[src/rtl/ahb_uart_tx.sv]
// ahb_uart_tx -- transmit-only UART behind an AHB-Lite slave port.
//
// Bus writes to DATA push bytes into a small TX FIFO. A serializer drains the
// FIFO as 8N1 frames (start bit, 8 data bits LSB first, stop bit) on o_txd.
// Frames run back to back while the FIFO holds data.
//
// Register map (HADDR[3:2]):
//   0x0 DATA     W: push HWDATA[7:0]           R: 0
//   0x4 STATUS   R: [0] FULL [1] EMPTY [2] BUSY [3] OVERFLOW [15:8] count
//                W: bit3=1 clears OVERFLOW
//   0x8 BAUDDIV  R/W [15:0]; bit period = BAUDDIV+1 HCLK cycles
//   0xC CTRL     only with AHB_UART_TX_IRQ_EN: [0] TXDONE_IE [1] OVF_IE;
//                otherwise unmapped (reads 0, writes ignored)
//
// Optional feature macro: AHB_UART_TX_IRQ_EN (enables CTRL and o_irq).
//
// Ports:
//   HCLK, HRESETn         clock, synchronous active-low reset
//   HSEL..HREADY          AHB-Lite slave inputs (HSIZE ignored)
//   HRDATA                read data, valid in the data phase
//   HREADYOUT, HRESP      tied to zero-wait-state OKAY
//   o_txd                 registered serial output, idle high
//   o_irq                 registered interrupt (0 unless macro defined)
module ahb_uart_tx #(
  parameter int unsigned FIFO_AW         = 3,
  parameter logic [15:0] DEFAULT_BAUDDIV = 16'd433
) (
  input  logic        HCLK,
  input  logic        HRESETn,
  input  logic        HSEL,
  input  logic [31:0] HADDR,
  input  logic [1:0]  HTRANS,
  input  logic        HWRITE,
  input  logic [2:0]  HSIZE,
  input  logic [31:0] HWDATA,
  input  logic        HREADY,
  output logic [31:0] HRDATA,
  output logic        HREADYOUT,
  output logic        HRESP,
  output logic        o_txd,
  output logic        o_irq
);

  localparam int unsigned      DEPTH    = 1 << FIFO_AW;
  localparam logic [FIFO_AW:0] FULL_CNT = (FIFO_AW+1)'(DEPTH);

  typedef enum logic [1:0] {S_IDLE, S_START, S_DATA, S_STOP} state_t;

  state_t               state_q, state_d;
  logic [15:0]          cnt_q, cnt_d;
  logic [2:0]           bitidx_q, bitidx_d;
  logic [7:0]           shift_q, shift_d;
  logic                 txd_q, txd_d;
  logic [15:0]          baud_q, baud_d;
  logic                 ovf_q, ovf_d;
  logic [FIFO_AW-1:0]   wptr_q, wptr_d;
  logic [FIFO_AW-1:0]   rptr_q, rptr_d;
  logic [FIFO_AW:0]     count_q, count_d;
  logic [7:0]           mem_q [DEPTH];

  logic                 dp_vld_q;
  logic                 dp_wr_q;
  logic [1:0]           dp_addr_q;

  logic                 fifo_empty, fifo_full, busy, bit_end;
  logic                 wr_data, wr_status, wr_baud;
  logic                 push_ok, pop;
  logic [31:0]          status_word;

  // Bits of the bus that this slave never looks at.
  logic unused_ok;
  assign unused_ok = ^{HADDR[31:4], HADDR[1:0], HTRANS[0], HSIZE, HWDATA[31:16]};

  assign HREADYOUT = 1'b1;
  assign HRESP     = 1'b0;
  assign o_txd     = txd_q;

  assign fifo_empty = (count_q == '0);
  assign fifo_full  = (count_q == FULL_CNT);
  assign busy       = (state_q != S_IDLE);
  assign bit_end    = (cnt_q == 16'd0);

  // Data-phase write decode from the registered address phase.
  assign wr_data   = dp_vld_q && dp_wr_q && (dp_addr_q == 2'd0);
  assign wr_status = dp_vld_q && dp_wr_q && (dp_addr_q == 2'd1);
  assign wr_baud   = dp_vld_q && dp_wr_q && (dp_addr_q == 2'd2);

  assign status_word = {16'h0, 8'(count_q), 4'h0, ovf_q, busy, fifo_empty, fifo_full};

  // Serializer next state. o_txd is registered, so txd_d is the level of the
  // bit that starts on the coming edge.
  always_comb begin
    state_d  = state_q;
    cnt_d    = cnt_q;
    bitidx_d = bitidx_q;
    shift_d  = shift_q;
    txd_d    = txd_q;
    pop      = 1'b0;
    unique case (state_q)
      S_IDLE: begin
        txd_d = 1'b1;
        if (!fifo_empty) begin
          pop     = 1'b1;
          shift_d = mem_q[rptr_q];
          cnt_d   = baud_q;
          txd_d   = 1'b0;
          state_d = S_START;
        end
      end
      S_START: begin
        if (bit_end) begin
          bitidx_d = 3'd0;
          cnt_d    = baud_q;
          txd_d    = shift_q[0];
          state_d  = S_DATA;
        end else begin
          cnt_d = cnt_q - 16'd1;
        end
      end
      S_DATA: begin
        if (bit_end) begin
          cnt_d = baud_q;
          if (bitidx_q == 3'd7) begin
            txd_d   = 1'b1;
            state_d = S_STOP;
          end else begin
            bitidx_d = bitidx_q + 3'd1;
            shift_d  = {1'b0, shift_q[7:1]};
            txd_d    = shift_q[1];
          end
        end else begin
          cnt_d = cnt_q - 16'd1;
        end
      end
      S_STOP: begin
        if (bit_end) begin
          // Chain straight into the next start bit when data is waiting.
          if (!fifo_empty) begin
            pop     = 1'b1;
            shift_d = mem_q[rptr_q];
            cnt_d   = baud_q;
            txd_d   = 1'b0;
            state_d = S_START;
          end else begin
            txd_d   = 1'b1;
            state_d = S_IDLE;
          end
        end else begin
          cnt_d = cnt_q - 16'd1;
        end
      end
      default: state_d = S_IDLE;
    endcase
  end

  // FIFO bookkeeping and register writes. A full FIFO still takes a byte when
  // the serializer pops in the same cycle.
  always_comb begin
    push_ok = wr_data && (!fifo_full || pop);
    wptr_d  = push_ok ? wptr_q + FIFO_AW'(1) : wptr_q;
    rptr_d  = pop     ? rptr_q + FIFO_AW'(1) : rptr_q;
    count_d = count_q;
    case ({push_ok, pop})
      2'b10:   count_d = count_q + (FIFO_AW+1)'(1);
      2'b01:   count_d = count_q - (FIFO_AW+1)'(1);
      default: count_d = count_q;
    endcase
    // Set is evaluated last so a dropped byte wins over a same-cycle clear.
    ovf_d = ovf_q;
    if (wr_status && HWDATA[3]) ovf_d = 1'b0;
    if (wr_data && !push_ok)    ovf_d = 1'b1;
    baud_d = wr_baud ? HWDATA[15:0] : baud_q;
  end

  always_ff @(posedge HCLK) begin
    if (!HRESETn) begin
      state_q  <= S_IDLE;
      txd_q    <= 1'b1;
      count_q  <= '0;
      wptr_q   <= '0;
      rptr_q   <= '0;
      ovf_q    <= 1'b0;
      baud_q   <= DEFAULT_BAUDDIV;
      dp_vld_q <= 1'b0;
    end else begin
      state_q  <= state_d;
      txd_q    <= txd_d;
      count_q  <= count_d;
      wptr_q   <= wptr_d;
      rptr_q   <= rptr_d;
      ovf_q    <= ovf_d;
      baud_q   <= baud_d;
      dp_vld_q <= HSEL && HREADY && HTRANS[1];
    end
  end

  // Datapath registers: always loaded before use, so no reset needed.
  always_ff @(posedge HCLK) begin
    cnt_q     <= cnt_d;
    bitidx_q  <= bitidx_d;
    shift_q   <= shift_d;
    dp_wr_q   <= HWRITE;
    dp_addr_q <= HADDR[3:2];
  end

  always_ff @(posedge HCLK) begin
    if (push_ok) mem_q[wptr_q] <= HWDATA[7:0];
  end

`ifdef AHB_UART_TX_IRQ_EN
  logic [1:0] ctrl_q, ctrl_d;
  logic       irq_q, irq_d;

  always_comb begin
    ctrl_d = ctrl_q;
    if (dp_vld_q && dp_wr_q && (dp_addr_q == 2'd3)) ctrl_d = HWDATA[1:0];
    irq_d = (ctrl_q[0] && fifo_empty && (state_q == S_IDLE)) || (ctrl_q[1] && ovf_q);
  end

  always_ff @(posedge HCLK) begin
    if (!HRESETn) begin
      ctrl_q <= 2'b00;
      irq_q  <= 1'b0;
    end else begin
      ctrl_q <= ctrl_d;
      irq_q  <= irq_d;
    end
  end

  assign o_irq = irq_q;
`else
  assign o_irq = 1'b0;
`endif

  // Read data follows the registered offset for the whole data phase.
  always_comb begin
    HRDATA = 32'h0;
    if (dp_vld_q && !dp_wr_q) begin
      case (dp_addr_q)
        2'd1:    HRDATA = status_word;
        2'd2:    HRDATA = {16'h0, baud_q};
`ifdef AHB_UART_TX_IRQ_EN
        2'd3:    HRDATA = {30'h0, ctrl_q};
`endif
        default: HRDATA = 32'h0;
      endcase
    end
  end

endmodule

[config.mk]
export PLATFORM = sky130hd
export DESIGN_NAME = ahb_uart_tx
export DESIGN_NICKNAME = d
export VERILOG_FILES = /design/src/rtl/ahb_uart_tx.sv
export SDC_FILE = /design/constraint.sdc
export NUM_CORES = 1
export LEC_CHECK = 0
export CAP_MARGIN = 20
export CELL_PAD_IN_SITES_DETAIL_PLACEMENT = 0
export CELL_PAD_IN_SITES_GLOBAL_PLACEMENT = 2
export CORE_MARGIN = 5
export CORE_UTILIZATION = 37
export DETAILED_ROUTE_END_ITERATION = 8
export PLACE_DENSITY_LB_ADDON = 0.1
export REMOVE_ABC_BUFFERS = 1
export SLEW_MARGIN = 20
export SYNTH_ARGS = -nofsm -noshare
export SYNTH_HDL_FRONTEND = slang
export SYNTH_SLANG_ARGS = --single-unit
export TNS_END_PERCENT = 50
[constraint.sdc]
create_clock -name HCLK -period 5 [get_ports HCLK]
set_input_delay 0.75 -clock HCLK [delete_from_list [all_inputs] [get_ports HCLK]]
set_output_delay 0.75 -clock HCLK [all_outputs]
set_load 0.1 [all_outputs]
==> reports/qor.csv <==
metric,value,unit
synth_area_per_cell,10.7,sq um
cp_max_fo,11,
synth_edf_count,75,
post_cts_buffers,0,
synth_seq_cells,128,
power.density,559,mW/mm^2
fmax,0.268,GHz
grt_max_degree,26,
tns,0,ns
cts-root-buf,clkbuf_16,
hold_path.class,register to register,
place.gp.congestion,0.840,
total_power,4.18,mW
globalRouteOverflowTotal,0,
num_rows,48,
required,4.25,ns
place_area,0.00690,sq mm
startpoint_type,register,
ctsResizeCount,0,
clock_skew,0.00846,ns
async_reset_ff_share,0,%
remaining_drc_errors,0,
critPathMaxStageDelay,1.15,ns
grt_setup_unrepaired,no,
worstPathCellList,inv_1 -> ha_1 -> and3b_1 -> and2_1 -> clkdlybuf4s50_1,
clock_path_buffers,2,
crit_buf_inv,2,
portBuffers,40,
setup_viol,0,
ys.flop_type,edfxtp_1,
layout-drive-gt1-share,11.9,%
grt_pass1_wl,26.4,mm
n_antenna_cell,0,
fp.dieW,141,um
drtIter0Drc,348,
drt-pass1-iter-count,5,
viasPerCell,5.46,
grtUsageTotal,17.3,%
antenna_found_initial,1,
whs,0.495,ns
relSlewSlack,33.5,%
area_growth,16.9,%
htreeDepth,4,
grt_pass1_vias,4650,
end_kind,primary output,
outcome,"complete, no violations",
cts_tree,done,
min_period,3.72,ns
ctsHoldBuffers,0,
dp_hpwl,11.7,mm
cts_buffers,17,
placedCellCount,832,
die_h,141,um
peakVddDrop,0.256,mV
final_antenna_net_count,0,
netlist_area,0.00639,sq mm
wl_per_cell,19.9,um
final-seq-area,0.00331,sq mm
crit_arrival,2.97,ns
nNetsFinal,714,
crit_type,register to primary output,
leakage,2.55,nW
hold_violations,0,
clock_latency,0.42,ns
seq_area_frac_synth,51.8,%
syn_inst,596,
ys_warn_count,0,
multiInputGateArea,0.00277,sq mm
worst_pin_slew,0.994,ns
critical_path.top_delay_family,buffers and inverters,
crit_slowest_cell,clkdlybuf4s50_1,
maxCapViolations,0,
nFillCells,1641,
layout_common_cells,"nand2_1, edfxtp_1, dfxtp_1",
coreArea,0.0171,sq mm
drt-total-wl,17.2,mm
cts.clk_slew.worst_paths,0.06,ns
initial_utilization,37.4,%
io_pins,110,
die-area,0.0200,sq mm
vias,4718,
layoutNonFillerInstCount,864,
slew_violations,0,
cts_sinks,128,
final_common_cell,nand2_1,
fin_crit_sh,74.5,%
ys_types,68,
postLayoutCellArea,0.00748,sq mm
## worst min-delay path: stages, from the launching register on
cell and delay [ns]:
dfxtp_1 0.31, o21ai_0 0.07, a21oi_1 0.07
## area by class of cell
cell class | instances | area share, %
Timing Repair Buffer | 50 | 6.36
Clock inverter | 14 | 1.94
Multi-Input combinational cell | 413 | 37.1
Inverter | 16 | 0.803
Sequential cell | 128 | 44.3
Clock buffer | 18 | 5.74
Tap cell | 225 | 3.77
## flip-flops by register name, indices dropped and copies added, names as in the netlist, named ones only
| name | count |
|---|---|
| mem_q | 64 |
| baud_q | 16 |
| cnt_q | 16 |
| shift_q | 8 |
| count_q | 4 |
| bitidx_q | 3 |
| rptr_q | 3 |
| wptr_q | 3 |
| dp_addr_q | 2 |
| state_q | 2 |
| dp_vld_q | 1 |
| dp_wr_q | 1 |
| o_txd | 1 |
| ovf_q | 1 |
## through the flow
stage          setup WS, ns  utilization [%]
3_5_place_dp           1.36             40.3
3_3_place_gp           1.34             40.3
4_1_cts                1.22             43.7
5_1_grt                1.10             43.7
6_report               1.28             43.7
2_1_floorplan         0.185                -
## metal layers
metal | track usage, % | vias to the layer above | routed length (um)
met4 | 5.20 | 0 | 272
met3 | 3.81 | 24 | 978
met2 | 26.5 | 158 | 7830
met5 | 0 | - | 0
li1 | - | 2252 | -
met1 | 24.7 | 2284 | 8090
## cells in the mapped netlist, drive strengths merged (16+ instances only)
| library cell | instances | area, sq um |
|---|---|---|
| mux2i | 19 | 190 |
| mux4 | 16 | 360 |
| nand2 | 77 | 292 |
| clkbuf | 25 | 93.8 |
| nor3 | 18 | 95.1 |
| a21oi | 35 | 179 |
| dfxtp | 53 | 1060 |
| edfxtp | 75 | 2250 |
| nor2 | 32 | 123 |
| buf | 31 | 231 |
| o21ai | 29 | 145 |
## kinds of logic after synthesis
kind of cell | Yosys count | share of synthesized area [%]
xor gates and xnor gates | 8 | 1.10
adders and majority gates | 14 | 2.74
other | 2 | 0.117
muxes | 35 | 8.61
and+or+nand+nor | 207 | 16.2
AOI/OAI and AO/OA | 130 | 13.3
DFF | 128 | 51.8
buffers and inverters | 72 | 6.03
## report_power, final
part,leakage (nW),switching [mW],total (mW),internal [mW]
Combinational,1.15,1.01,1.55,0.538
Sequential,1.11,0.146,1.41,1.27
Clock,0.278,0.514,1.22,0.702
## final timing paths
path                     start  slack, ns          end  cells after the start
setup / recovery  dp_addr_q[0]       1.28    HRDATA[7]                      5
setup reg to reg    state_q[1]       1.29  mem_q[6][4]                      6
hold reg to reg      rptr_q[2]       0.49    rptr_q[2]                      2
hold / removal       rptr_q[2]       0.49    rptr_q[2]                      2
(Power assumes the default switching activity.)
